===== config.mk =====
export PLATFORM = sky130hd
export DESIGN_NAME = serial_subtractor_flat
export DESIGN_NICKNAME = d
export VERILOG_FILES = /design/src/rtl/arith_pkg.sv /design/src/rtl/serial_subtractor_if.sv /design/src/rtl/sub_bit_cell.sv /design/src/rtl/serial_subtractor.sv /design/src/flat_wrapper.sv
export SDC_FILE = /design/constraint.sdc
export NUM_CORES = 1
export LEC_CHECK = 0
export CAP_MARGIN = 20
export CORE_MARGIN = 1
export CORE_UTILIZATION = 40
export DETAILED_ROUTE_END_ITERATION = 8
export GPL_TIMING_DRIVEN = 0
export PLACE_DENSITY = 0.67
export SYNTH_ARGS = -nofsm -noshare
export SYNTH_HDL_FRONTEND = slang
export SYNTH_SLANG_ARGS = --single-unit
export TNS_END_PERCENT = 20

===== constraint.sdc =====
create_clock -name clk -period 1.7 [get_ports clk]
set_input_delay 0.425 -clock clk [delete_from_list [all_inputs] [get_ports clk]]
set_output_delay 0.425 -clock clk [all_outputs]
set_load 0.01 [all_outputs]

===== src/rtl/arith_pkg.sv =====
// Shared arithmetic definitions: FSM state type and sizing helper for the
// bit-serial subtractor.
package arith_pkg;

   // Operation phases of the bit-serial subtractor.
   typedef enum logic [1:0] {
      IDLE = 2'd0,
      RUN  = 2'd1,
      DONE = 2'd2
   } sub_state_e;

   // Bit-counter width: must hold the values 0..w.
   function automatic int unsigned cnt_width(input int unsigned w);
      return $clog2(w + 2);
   endfunction

endpackage


===== src/rtl/serial_subtractor_if.sv =====
// Operand/result handshake bundle for serial_subtractor.
// master: producer of operands and consumer of results (testbench side).
// slave:  the subtractor itself.
interface serial_subtractor_if #(
   parameter int DATA_WIDTH = 4
);
   logic                  in_valid;
   logic                  in_ready;
   logic [DATA_WIDTH:0]   X;
   logic [DATA_WIDTH-1:0] A;
   logic                  out_valid;
   logic                  out_ready;
   logic [DATA_WIDTH-1:0] B;
   logic                  underflow;
   logic                  overflow;

   modport master (
      output in_valid, X, A, out_ready,
      input  in_ready, out_valid, B, underflow, overflow
   );

   modport slave (
      input  in_valid, X, A, out_ready,
      output in_ready, out_valid, B, underflow, overflow
   );
endinterface


===== src/rtl/sub_bit_cell.sv =====
// One-bit full subtractor cell: d = x - a - borrow_in, with borrow out.
module sub_bit_cell (
   input  logic x,
   input  logic a,
   input  logic borrow_in,
   output logic d,
   output logic borrow_out
);

   // Difference bit and borrow propagation for a single bit position.
   always_comb begin
      d          = x ^ a ^ borrow_in;
      borrow_out = (~x & a) | (~(x ^ a) & borrow_in);
   end

endmodule


===== src/rtl/serial_subtractor.sv =====
// Bit-serial unsigned subtractor: B = X - A, one bit per clock, LSB first.
// X is DATA_WIDTH+1 bits, A is DATA_WIDTH bits (zero-extended internally).
// Build option: define SERIAL_SUBTRACTOR_SAT_EN to saturate B (0 on underflow,
// all-ones on overflow); otherwise B is the wrapped low DATA_WIDTH bits.
module serial_subtractor
   import arith_pkg::*;
#(
   parameter int DATA_WIDTH = 4
) (
   input  logic                 clk,
   input  logic                 rst,
   serial_subtractor_if.slave   bus
);

   localparam int                CNT_W    = cnt_width(DATA_WIDTH);
   localparam logic [CNT_W-1:0]  LAST_BIT = CNT_W'(DATA_WIDTH);

   sub_state_e            state_q, state_d;
   logic [DATA_WIDTH:0]   x_q, x_d;
   logic [DATA_WIDTH:0]   a_q, a_d;
   logic [DATA_WIDTH:0]   res_q, res_d;
   logic [CNT_W-1:0]      cnt_q, cnt_d;
   logic                  borrow_q, borrow_d;
   logic [DATA_WIDTH-1:0] b_q, b_d;
   logic                  uf_q, uf_d;
   logic                  of_q, of_d;

   logic                  cell_d;
   logic                  cell_borrow;
   logic [DATA_WIDTH:0]   res_next;
   logic [DATA_WIDTH-1:0] b_final;
   logic                  uf_final;
   logic                  of_final;

   // Operand LSBs sit at bit 0 of the shift registers.
   sub_bit_cell u_cell (
      .x          (x_q[0]),
      .a          (a_q[0]),
      .borrow_in  (borrow_q),
      .d          (cell_d),
      .borrow_out (cell_borrow)
   );

   // Result formatting, valid on the last RUN cycle when cell_d is the top bit.
   always_comb begin
      res_next = {cell_d, res_q[DATA_WIDTH:1]};
      uf_final = cell_borrow;
      of_final = cell_d & ~cell_borrow;
`ifdef SERIAL_SUBTRACTOR_SAT_EN
      if (uf_final) begin
         b_final = '0;
      end else if (of_final) begin
         b_final = '1;
      end else begin
         b_final = res_next[DATA_WIDTH-1:0];
      end
`else
      b_final = res_next[DATA_WIDTH-1:0];
`endif
   end

   // Next-state and datapath control.
   always_comb begin
      state_d  = state_q;
      x_d      = x_q;
      a_d      = a_q;
      res_d    = res_q;
      cnt_d    = cnt_q;
      borrow_d = borrow_q;
      b_d      = b_q;
      uf_d     = uf_q;
      of_d     = of_q;

      unique case (state_q)
         IDLE: begin
            if (bus.in_valid) begin
               x_d      = bus.X;
               a_d      = {1'b0, bus.A};
               res_d    = '0;
               cnt_d    = '0;
               borrow_d = 1'b0;
               state_d  = RUN;
            end
         end
         RUN: begin
            x_d      = x_q >> 1;
            a_d      = a_q >> 1;
            res_d    = res_next;
            borrow_d = cell_borrow;
            cnt_d    = cnt_q + 1'b1;
            if (cnt_q == LAST_BIT) begin
               b_d     = b_final;
               uf_d    = uf_final;
               of_d    = of_final;
               state_d = DONE;
            end
         end
         DONE: begin
            // Returning to IDLE here means new operands are seen a cycle later.
            if (bus.out_ready) begin
               state_d = IDLE;
            end
         end
         default: begin
            state_d = IDLE;
         end
      endcase
   end

   // State and datapath registers with asynchronous reset.
   always_ff @(posedge clk or posedge rst) begin
      if (rst) begin
         state_q  <= IDLE;
         x_q      <= '0;
         a_q      <= '0;
         res_q    <= '0;
         cnt_q    <= '0;
         borrow_q <= 1'b0;
         b_q      <= '0;
         uf_q     <= 1'b0;
         of_q     <= 1'b0;
      end else begin
         state_q  <= state_d;
         x_q      <= x_d;
         a_q      <= a_d;
         res_q    <= res_d;
         cnt_q    <= cnt_d;
         borrow_q <= borrow_d;
         b_q      <= b_d;
         uf_q     <= uf_d;
         of_q     <= of_d;
      end
   end

   assign bus.in_ready  = (state_q == IDLE);
   assign bus.out_valid = (state_q == DONE);
   assign bus.B         = b_q;
   assign bus.underflow = uf_q;
   assign bus.overflow  = of_q;

   // A waiting result must not change until it is taken.
   a_done_hold : assert property (@(posedge clk) disable iff (rst)
      (state_q == DONE && !bus.out_ready) |=>
         (state_q == DONE && $stable(b_q) && $stable(uf_q) && $stable(of_q)));

   // Overflow and underflow are mutually exclusive.
   a_flags_excl : assert property (@(posedge clk) disable iff (rst)
      !(uf_q && of_q));

endmodule


===== src/flat_wrapper.sv =====
// flat-port wrapper written by rule: the top's interface ports become plain ports
module serial_subtractor_flat import arith_pkg::*;
#(
   parameter int DATA_WIDTH = 4
)
  (clk, rst, bus_in_valid, bus_X, bus_A, bus_out_ready, bus_in_ready, bus_out_valid, bus_B, bus_underflow, bus_overflow);
  serial_subtractor_if #(.DATA_WIDTH(DATA_WIDTH)) bus_i ();
  input  logic clk;
  input  logic rst;
  input wire logic [$bits(bus_i.in_valid)-1:0] bus_in_valid;
  input wire logic [$bits(bus_i.X)-1:0] bus_X;
  input wire logic [$bits(bus_i.A)-1:0] bus_A;
  input wire logic [$bits(bus_i.out_ready)-1:0] bus_out_ready;
  output wire logic [$bits(bus_i.in_ready)-1:0] bus_in_ready;
  output wire logic [$bits(bus_i.out_valid)-1:0] bus_out_valid;
  output wire logic [$bits(bus_i.B)-1:0] bus_B;
  output wire logic [$bits(bus_i.underflow)-1:0] bus_underflow;
  output wire logic [$bits(bus_i.overflow)-1:0] bus_overflow;
  assign bus_i.in_valid = bus_in_valid;
  assign bus_i.X = bus_X;
  assign bus_i.A = bus_A;
  assign bus_i.out_ready = bus_out_ready;
  assign bus_in_ready = bus_i.in_ready;
  assign bus_out_valid = bus_i.out_valid;
  assign bus_B = bus_i.B;
  assign bus_underflow = bus_i.underflow;
  assign bus_overflow = bus_i.overflow;
  serial_subtractor #(.DATA_WIDTH(DATA_WIDTH)) u_core (.clk(clk), .rst(rst), .bus(bus_i));
endmodule

# Word level (Yosys, flattened, before mapping)

Cells that the tools add are included.

Shift operators: 0
$mul: 0
Equality and inequality tests: 6
Reduce and logical (&&, ||, !) cells: 5
Bitwise gates (word level): 9
$lt $le $gt $ge: 0
Muxes and demuxes: 14
Divide/modulo/power cells: 0
Add/sub/neg operators: 1

Operators by type and width:

| kind                  | number |
|---|---|
| $pmux W5 S2           | 3 |
| $mux W5               | 3 |
| $mux W2               | 3 |
| $pmux W2 S3           | 1 |
| $pmux W3 S2           | 1 |
| $ne A2 B2 Y1 const B  | 2 |
| $reduce_and A2 Y1     | 2 |
| $add A3 B1 Y3 const B | 1 |
| $and A1 B1 Y1         | 3 |
| $eq A3 B3 Y1 const B  | 1 |
| $mux W3               | 1 |
| $not A1 Y1            | 3 |
| $reduce_and A3 Y1     | 1 |
| $eq A2 B1 Y1 const B  | 1 |
| $eq A2 B2 Y1 const B  | 1 |
| $logic_not A2 Y1      | 1 |
| $ne A2 B1 Y1 const B  | 1 |
| $pmux W1 S2           | 1 |
| $reduce_bool A2 Y1    | 1 |
| $xor A1 B1 Y1         | 2 |
| $mux W1               | 1 |
| $or A1 B1 Y1          | 1 |

Latch bits: 0
Register bits: 27
Input bits: 13
Output and inout bits: 8
Bits in read-only memories: 0
Memories: 0
RAM bits: 0

# Logic depth before layout (Yosys ltp)

Gate-level depths: netlist (run 1).

Depth in word-level cells: 6
Gate-level depth with buffers: 4
Mapped depth without buffers: 4

# Cells and area by module

A second synthesis (run 1) with hierarchy kept.

Cell total of the unflattened synthesis: 96
Area total of the unflattened synthesis: 1203.7 um2

By module, submodules not included:

| module            | sequential area each (um2) | instances | area an instance (um2) | cells each |
|---|---|---|---|---|
| serial_subtractor | 625.6                      | 1         | 1172.4                 | 92 |
| sub_bit_cell      | 0.0                        | 1         | 31.3                   | 4 |

# Least setup slack after synthesis (run 1)

OpenSTA, ideal clock, no wires.

Kind: reg2reg
Start: register u_core.x_q[0]
End: register u_core.of_q (netlist: u_core.bus.overflow)
Stages on the path, launching flop included: 5
Slack: 390 ps
Path buffers: 0
Setup time: 125 ps
Data arrival time: 1185 ps
Data required time: 1575 ps
Cell sequence: dfrtp_1 > inv_1 > fa_1 > nor2_1 > mux2_4

Longest elaborated chain between the ends: 6
Elaborated cells on any way between the ends: 9
Those cells by class: bitwise: 9

Ends and longest elaborated chain:

| item                     | RTL line                               | text |
|---|---|---|
| start: declaration       | serial_subtractor.sv:19                | `logic [DATA_WIDTH:0] x_q, x_d;` |
| start signal: assignment | serial_subtractor.sv:114               | `x_q <= '0;` |
| start signal: assignment | serial_subtractor.sv:124               | `x_q <= x_d;` |
| $xor A1 B1 Y1            | sub_bit_cell.sv:12, sub_bit_cell.sv:13 |  |
| $not A1 Y1               | sub_bit_cell.sv:13                     | `borrow_out = (~x & a) \| (~(x ^ a) & borrow_in);` |
| $and A1 B1 Y1            | sub_bit_cell.sv:13                     |  |
| $or A1 B1 Y1             | sub_bit_cell.sv:13                     |  |
| $not A1 Y1               | serial_subtractor.sv:48                | `of_final = cell_d & ~cell_borrow;` |
| $and A1 B1 Y1 (*)        | serial_subtractor.sv:48                |  |
| end signal: assignment   | serial_subtractor.sv:121               | `of_q <= 1'b0;` |
| end signal: assignment   | serial_subtractor.sv:131               | `of_q <= of_d;` |
| end: declaration         | serial_subtractor.sv:26                | `logic of_q, of_d;` |

Mark *: on every way between the ends. The rest lies on a longest branch, timed or not.
A chain may end at the register's enable or synchronous reset.

# Worst setup path after layout (run 1)

Start: register u_core.state_q[1]
End: output port bus_out_valid

Longest elaborated chain between the ends: 1

Ends and longest elaborated chain:

| item                     | RTL line                 | text |
|---|---|---|
| start: declaration       | serial_subtractor.sv:18  | `sub_state_e state_q, state_d;` |
| start signal: assignment | serial_subtractor.sv:123 | `state_q <= state_d;` |
| $eq A2 B2 Y1             | serial_subtractor.sv:136 | `assign bus.out_valid = (state_q == DONE);` |
| end: declaration         | flat_wrapper.sv:15       | `output wire logic [$bits(bus_i.out_valid)-1:0] bus_out_valid;` |

Every way passes these cells.

==> results of run 1 <==
==> routing by layer <==
metal	global-route usage, %	routed length (µm)
met3	4.839	117
met2	25.68	1008
met5	0	0
met1	18.97	1063
met4	3.136	22
==> power groups by stage <==
stage | clock network (W) | registers [W] | logic (W)
after global placement | 0 | 0.00103 | 0.00125
after floorplan | 0 | 0.00103 | 0.000912
after CTS | 0.000281 | 0.00103 | 0.00134
final | 0.000268 | 0.00104 | 0.00131
after global routing | 0.000297 | 0.00107 | 0.00143
after detailed placement | 0 | 0.00104 | 0.00127
==> final timing paths <==
path	end	cells after the start	from	slack [ns]
setup / recovery	bus_out_valid	4	u_core.state_q[1]$_DFFE_PP0P_	0.05
hold / removal	u_core.a_q[3]$_DFFE_PP0P_	2	bus_in_valid	0.51
setup reg to reg	u_core.bus.underflow$_DFFE_PP0P_	4	u_core.cnt_q[0]$_DFFE_PP0P_	0.33
hold reg to reg	u_core.a_q[3]$_DFFE_PP0P_	1	u_core.a_q[3]$_DFFE_PP0P_	0.52
max in group asynchronous	u_core.state_q[0]$_DFFE_PP0P_	2	rst	0.50
min in group asynchronous	u_core.borrow_q$_DFFE_PP0P_	2	rst	0.59
==> flip-flops by register name (all words and copies together), names as in the netlist, 2 cells and up <==
register and cells:
u_core.x_q 5, u_core.a_q 4, u_core.bus.B 4, u_core.res_q 4, u_core.cnt_q 3, u_core.state_q 2
==> area by class of cell <==
type                            count  share of cell area (%)
Clock buffer                        3                   1.494
Multi-Input combinational cell     49                   32.37
Buffer                              6                   2.822
Sequential cell                    25                   41.58
Tap cell                           31                   2.573
Timing Repair Buffer               24                   15.85
Inverter                           12                   2.988
Clock inverter                      1                  0.3319
==> worst max-delay path, cell delays in order, from the launching register on <==
cell and delay, ns:
sky130_fd_sc_hd__dfrtp_1 0.37, sky130_fd_sc_hd__buf_6 0.12, sky130_fd_sc_hd__or2b_1 0.24, sky130_fd_sc_hd__inv_1 0.05, sky130_fd_sc_hd__buf_2 0.12
==> placed cells by master (no fill, tap or decap) <==
cell,Yosys,layout
sky130_fd_sc_hd__a211o_1,1,1
sky130_fd_sc_hd__a211oi_1,6,6
sky130_fd_sc_hd__a222oi_1,1,1
sky130_fd_sc_hd__a22o_1,6,6
sky130_fd_sc_hd__a31oi_1,1,1
sky130_fd_sc_hd__a32o_1,2,2
sky130_fd_sc_hd__and3b_1,1,1
sky130_fd_sc_hd__buf_2,3,4
sky130_fd_sc_hd__buf_4,1,5
sky130_fd_sc_hd__buf_6,2,2
sky130_fd_sc_hd__clkbuf_2,1,1
sky130_fd_sc_hd__clkbuf_4,0,3
sky130_fd_sc_hd__clkdlybuf4s15_2,0,1
sky130_fd_sc_hd__clkdlybuf4s50_1,0,11
sky130_fd_sc_hd__clkinv_2,0,1
sky130_fd_sc_hd__dfrtp_1,25,24
sky130_fd_sc_hd__dfrtp_2,0,1
sky130_fd_sc_hd__dlymetal6s2s_1,0,6
sky130_fd_sc_hd__fa_1,1,1
sky130_fd_sc_hd__ha_1,2,2
sky130_fd_sc_hd__inv_1,12,12
sky130_fd_sc_hd__mux2_2,1,1
sky130_fd_sc_hd__mux2_4,6,6
sky130_fd_sc_hd__nand4b_4,1,1
sky130_fd_sc_hd__nor2_1,2,1
sky130_fd_sc_hd__nor2_4,0,1
sky130_fd_sc_hd__nor2b_1,2,2
sky130_fd_sc_hd__nor3b_1,6,6
sky130_fd_sc_hd__nor4b_1,6,6
sky130_fd_sc_hd__nor4bb_1,1,1
sky130_fd_sc_hd__o21ai_0,1,1
sky130_fd_sc_hd__o21bai_4,1,1
sky130_fd_sc_hd__or2b_1,1,1
==> cells by family (layout without fill, tap and decap cells) <==
kind of cell,Yosys count,after routing,synth area share (%)
multiplexers,7,7,8.438
AO/OA/AOI/OAI,19,19,13.85
buffers and inverters,19,46,7.916
flip-flops,25,25,52.08
AND/OR/NAND/NOR,20,20,13.96
adder cells (fa/ha/maj),3,3,3.750
==> stage by stage <==
stage               instance area [µm²]  hold WS [ns]  setup TNS (ns)
floorplan                          1201        0.4523               0
global placement                   1430        0.4798         -0.1813
detailed placement                 1430        0.4913         -0.2102
CTS                                1488        0.5046       -0.005869
global route                       1508        0.5314       -0.006683
finish                             1508        0.5104               0
==> timing repair <==
action | 4_1_cts | 5_1_grt
buffers inserted | 3 | 2
gates resized for setup | 10 | 7
pin swaps | 1 | 0
cloned | 0 | 0
endpoints found under the setup margin | 2 | 7
==> run summary, run 1 <==
Setup repair after global routing could not meet its margin everywhere. The element type at the critical path start was a register. For the post-placement setup slack, the log shows -0.1330 ns. The number of antenna violations at the first check in global routing is 0, and the initial standard-cell utilization of the core is 42.82%. The congestion estimate from routability-driven global placement came to 0.7573. The logs give 0.0009237 W for the switching power summed over all nets and 143 for the total placed cells including tap cells. The checks that failed: DRC. The chip width is 56.80 µm, and the number of inserted diodes is 0. Relative to the synthesized area, the layout overhead comes to 25.52%. The logs give 488.0 µm² for the area of combinational cells with multiple inputs and 3.760 mm for the first-pass GRT wire length.

Port buffering added 19 buffers. The count of flip-flops with a built-in enable after synthesis is 0. The mapped netlist covers 0.001201 mm².

After detailed routing, the number of remaining DRC violations is 4. TritonCTS built the clock tree. The later pin in the worst-skew pair is clocked with a latency of 0.32 ns. The static leakage is 0.7846 nW. The design draws 0.002614 W. For the die outline area, the log shows 0.003226 mm². The total power per unit cell area was 1734 mW/mm²; the cell row count was 19. In this run the vertical extent of the chip is 56.80 µm. The tool flagged a number of max-cap violations equal to 0. In this run the worst hold path is classified as in -> reg.

The sequential power share was 39.7%; the average vias per placed instance was 5.464. The number of clock buffers inserted by TritonCTS was 3. The tools report the root cell of the clock tree as sky130_fd_sc_hd__clkbuf_4.

Number of levels the H-tree was split into: 1. The net count of the finished layout is 137. After the flow finishes, the layout carries non-filler instances totaling 151.

For this block, the initial DRC count from the detailed router was 33. The synthesized design spends more area on one cell type than any other, namely sky130_fd_sc_hd__dfrtp_1. IR analysis of the VDD net gives a maximum drop of 0.7212 mV. The total overflow left after global routing is 0. The most frequently used flop master after synthesis was sky130_fd_sc_hd__dfrtp_1. STA puts the critical path data arrival time at 1.22 ns.

Counting flops with an async set or reset pin after synthesis yields a share of 100.0%. For this run, the share of the core covered by cells in the final layout is 53.75%. The run gives 38.53% as the relative slew slack.

After synthesis the netlist holds a flip-flop and latch count of 25. Before antenna repair, the detailed router went through 6 iterations. The worst setup path is of the reg -> out kind. The share of post-route cells with drive strength above 1 was 23.33%. The total core area was 0.002805 mm².

In this run switching power makes up 35.34% of total power. The fraction of the cycle the final worst path needs is 96.81%. The post-CTS clock slew at the launch and capture registers of the worst setup and hold paths came out at 0.13 ns.

Counting distinct cell types in the post-synthesis netlist gives 26. The run finished, with violations left. The tools report the category of the worst setup path capture point as an output pin. Post-synth net total: 109. Counting every sink on the clock net gives 25.

Yosys attributes the largest share of cell area to sky130_fd_sc_hd__dfrtp_1, sky130_fd_sc_hd__mux2_4, sky130_fd_sc_hd__a22o_1, sky130_fd_sc_hd__nor4b_1, sky130_fd_sc_hd__a211oi_1. The share of Yosys cell area claimed by the top area cell type was 52.08%; the post-detailed-placement half-perimeter wirelength was 1.490 mm. Number of global-route vias before repair: 841.

The smallest clock period supported by the final layout is computed as 1.646 ns. Number of hold-repair buffers added at the cts stage: 0. The logs give 26 for the largest net degree at the start of global routing and 0.05421 ns for the setup slack after layout. The mean post-synth cell area was 12.92 µm²; the number of warning messages in the yosys log was 0. The tools report the total count of max-transition violations in the final report as 0.

At the pin with the least slew margin, the transition time is 0.9210 ns. The most common cell in the synthesized netlist was sky130_fd_sc_hd__dfrtp_1. By count the netlist is led by sky130_fd_sc_hd__dfrtp_1, sky130_fd_sc_hd__inv_1.

The final hold violation count is 0, and the final clock skew is 0.002687 ns. Combinational share of power: 50.1%. The internal portion of the total power is 0.001690 W. For the gate count after technology mapping, the log shows 93. The final wirelength came out at 2.210 mm. The portion of total power attributed to the clock network is 10.2%, and the global-route total usage across every layer is 15.16%. The run gives 626.9 µm² as the sequential cell area. The tools report the fmax as 607.6 MHz. After detailed routing, the average wire length per cell comes to 14.64 µm. The maximum number of buffers from clock root to sink was 2. The number of primary I/O pins is 21. Counting the fill cells in the layout gives 260. Sequential cells were found to cover 52.08% of the synthesized design area.

The remaining antenna violation count after routing is 0, and the via total after detailed routing is 825. The data required time at the worst endpoint is 1.27 ns. The maximum fanout along the worst path works out to 5. Setup violations remaining at the end of the flow were counted as 0.
Note: power is estimated with default switching activity, not from simulation.
==> inputs of run 2 (changes only) <==
--- a/config.mk
+++ b/config.mk
@@ -5,12 +5,11 @@
 export SDC_FILE = /design/constraint.sdc
 export NUM_CORES = 1
 export LEC_CHECK = 0
-export CAP_MARGIN = 20
+export CAP_MARGIN = 25
 export CORE_MARGIN = 1
 export CORE_UTILIZATION = 40
 export DETAILED_ROUTE_END_ITERATION = 8
 export GPL_TIMING_DRIVEN = 0
-export PLACE_DENSITY = 0.67
 export SYNTH_ARGS = -nofsm -noshare
 export SYNTH_HDL_FRONTEND = slang
 export SYNTH_SLANG_ARGS = --single-unit
==> run 2 against run 1 <==
Compared with the run above:
- sequential power about the same
- fmax shrank 0.46%
- routed wire length fell by 1.5%
- sequential share of layout area decreased by 0.48 points
- clock power barely moved
- the run still ends with DRC left
- global-route usage increased by 0.70 points
- worst setup slack got worse by 0.0077 ns
- final cell count unchanged
==> run summary, run 2 (synthesis gave the netlist of run 1 again) <==
The tools report the maximum number of buffers from clock root to sink as 2 (unchanged). For the total count of max-transition violations in the final report, the log shows 0 (unchanged). The logs give 0 (unchanged) for the final hold violation count and 0 (unchanged) for the sum of overflow across all layers after global routing. The worst setup path is captured at an output pin. The portion of total power attributed to the clock network came out at 10.3% (about the same). The global-route total usage across every layer came out at 15.86% (+0.70 points). Element type at the critical path start: a register. The run gives 0.32 ns (about the same) as the source-to-sink clock delay at the later pin of the worst-skew pair. The register with the most flip-flops is u_core.x_q.

The register-to-register setup slack is 0.31 ns (-0.02 ns). Destination of the worst register-to-register timing path: u_core.bus.B[0]$_DFFE_PP0P_. The number of setup violations in the final report is 0 (unchanged). For the cell row count, the log shows 19 (unchanged).

The total power per unit cell area is 1712 mW/mm² (-1.2%). The transition time at the pin with the least slew margin was 0.3826 ns (-0.5385 ns). For the number of antenna violations at the first check in global routing, the log shows 0 (unchanged). The tree is rooted in a sky130_fd_sc_hd__clkbuf_4. The via total after detailed routing was 820 (-0.61%); the final wirelength was 2.177 mm (-1.5%). The logs give 0.7330 (-3.2%) for the routability-driven placement congestion ratio and 1.477 mm (-0.88%) for the post-detailed-placement half-perimeter wirelength. The leading cell type in the layout, fill and taps excluded is sky130_fd_sc_hd__dfrtp_1. First-pass iteration count of the detailed router: 6 (unchanged).

The initial standard-cell utilization of the core came out at 42.82% (unchanged). The clock period minus final worst setup slack was 1.653 ns (+0.007669 ns); the average detailed-routed wire length per instance was 14.42 µm (-1.5%). For the number of standard cells in the layout, taps in and fillers out, the log shows 151 (unchanged).

The first-iteration detailed-routing DRC count is 29 (-12%), and the number of flip-flops in the largest register is 5 (unchanged). The tools report the data required time at the worst endpoint as 1.27 ns (about the same). The count of maximum capacitance violations is 0 (unchanged), and the share of post-route cells with drive strength above 1 is 23.33% (unchanged). The chip width was 56.80 µm (unchanged); the number of hold-repair buffers added at the cts stage was 0 (unchanged).

The run gives 0 (unchanged) as the number of inserted diodes. The checks that failed: DRC. The worst hold slack after final layout was 0.3530 ns (-0.1575 ns); the setup slack after layout was 0.04654 ns (-0.007669 ns).

The layout overhead on the synthesized area was 26.98%. The switching part of the total power works out to 35.36% (about the same). The run gives 0.002805 mm² (unchanged) as the total core area. Largest net degree at the start of global routing: 26 (unchanged). The run gives 74.47% (+36 points) as the relative slew slack.

The tools report the total design power as 0.002611 W (-0.10%). The tools report the number of clock sinks as 25 (unchanged). Setup repair after global routing left no endpoint under its margin. Critical-path cell with the highest stage delay: sky130_fd_sc_hd__clkdlybuf4s50_1. Die outline area: 0.003226 mm² (unchanged). For the final clock skew, the log shows 0.006637 ns (+0.003950 ns). The cell count along the critical path was 1 (-3). For the design internal power, the log shows 0.001688 W (-0.13%). Number of clock buffers inserted by TritonCTS: 3 (unchanged).

The run gives 143 (unchanged) as the total placed cells including tap cells. The run gives 1.014 mV (+41%) as the maximum VDD drop. Traced cell by cell, the critical path runs through clkdlybuf4s50_1. The category of the critical setup timing path is reg -> out. The remaining antenna violation count after routing is 0 (unchanged), and the die boundary height is 56.80 µm (unchanged). The delay contributed by the slowest stage of the critical path was 0.53 ns (+0.16 ns); the post-CTS clock slew at the launch and capture registers of the worst setup and hold paths was 0.14 ns (about the same). For the sequential power share, the log shows 39.6% (about the same). The count of buffering cells on the critical path with inverters included came out at 1 (-2). The number of cells on the worst reg-to-reg path is 4 (unchanged). The count of filler cells inserted in the layout was 262 (+0.77%); the count of input and output buffers was 19 (unchanged). The fmax came out at 604.8 MHz (-0.46%). The number of global-route vias before repair was 854 (+1.5%). Static leakage: 0.7786 nW (-0.76%). TritonCTS built the clock tree. The arrival time at the worst endpoint was 1.23 ns (about the same). The post-placement setup slack was -0.1051 ns (+0.02783 ns); the maximum fanout along the worst path was 2 (-3). The startpoint identified for the worst register-to-register timing path is u_core.cnt_q[0]$_DFFE_PP0P_.

The first-pass GRT wire length came out at 3.864 mm (+2.8%). The tools report the number of primary I/O pins as 21 (unchanged). The logs give 0.0009233 W (about the same) for the switching power summed over all nets and 6 (+2) for the DRC violations left. The library cells used most frequently in the layout, excluding fill and tap cells, are sky130_fd_sc_hd__dfrtp_1, sky130_fd_sc_hd__inv_1, sky130_fd_sc_hd__clkdlybuf4s50_1. On the critical path the largest part of the delay comes from buffers and inverters. The utilization after layout was 54.37% (+0.62 points). The class of the tightest hold or removal check was in -> async. The flow ran to the end, but the final reports show violations. The net total in the final layout came out at 137 (unchanged). The number of levels the H-tree was split into is 1 (unchanged), and the combinational share of power is 50.1% (about the same). The fraction of the cycle the final worst path needs is 97.26% (+0.45 points), and the average vias per placed instance is 5.430 (-0.61%).
-- run 2: worst register-to-register path, delay by kind of cell (launching register included) --
kind                     cells  cell delay, ns
adder cells (fa/ha/maj)      1            0.22
buffers and inverters        1            0.08
flip-flops                   1            0.43
multiplexers                 1            0.35
AND/OR/NAND/NOR              1            0.22
-- run 2: layer usage --
metal | routed length [µm] | GRT usage [%]
met4 | 10 | 3.136
met3 | 92 | 4.839
met2 | 1016 | 26.19
met1 | 1058 | 20.65
met5 | 0 | 0
-- run 2: power groups by stage --
stage / Clock, W / Sequential, W / Combinational (W)
after floorplan: 0 / 0.00103 / 0.000912
after global placement: 0 / 0.00103 / 0.00127
after detailed placement: 0 / 0.00104 / 0.00129
after CTS: 0.000284 / 0.00102 / 0.00134
after global routing: 0.000303 / 0.00107 / 0.00146
final: 0.000268 / 0.00103 / 0.00131
-- run 2: layout make-up --
class / instances / area, µm² / area share [%]
inverters: 12 / 45.04 / 2.953
multi-input cells: 49 / 488.0 / 31.99
repair buffers: 24 / 256.5 / 16.82
clock buffers: 3 / 22.52 / 1.477
clock inverters: 1 / 5.005 / 0.3281
well taps: 31 / 38.79 / 2.543
plain buffers: 6 / 42.54 / 2.789
flip-flops and latches: 25 / 626.9 / 41.10
-- run 2: worst max-delay path by stage --
stage                                    startpoint                               to  slack [ns]
floorplan                 u_core.x_q[0]$_DFFE_PP0P_  u_core.bus.overflow$_DFFE_PP0P_        0.39
global placement      u_core.state_q[0]$_DFFE_PP0P_                     bus_in_ready       -0.11
detailed placement    u_core.state_q[0]$_DFFE_PP0P_                     bus_in_ready       -0.11
CTS                   u_core.state_q[0]$_DFFE_PP0P_                    bus_out_valid       0.005
global route          u_core.state_q[1]$_DFFE_PP0P_                     bus_in_ready       0.003
finish              u_core.bus.overflow$_DFFE_PP0P_                     bus_overflow        0.05
-- run 2: repair_timing --
action | 4_1_cts | 5_1_grt
setup buffers | 2 | 2
hold endpoints to repair | 0 | 0
gates resized for setup | 10 | 6
endpoints found under the setup margin | 2 | 7
pin swaps | 0 | 1
-- run 2: per-stage QoR --
step	area, µm²	TNS, ns
final	1525	0
after global routing	1525	0
after CTS	1480	0
after detailed placement	1430	-0.1771
after global placement	1430	-0.1795
after floorplan	1201	0
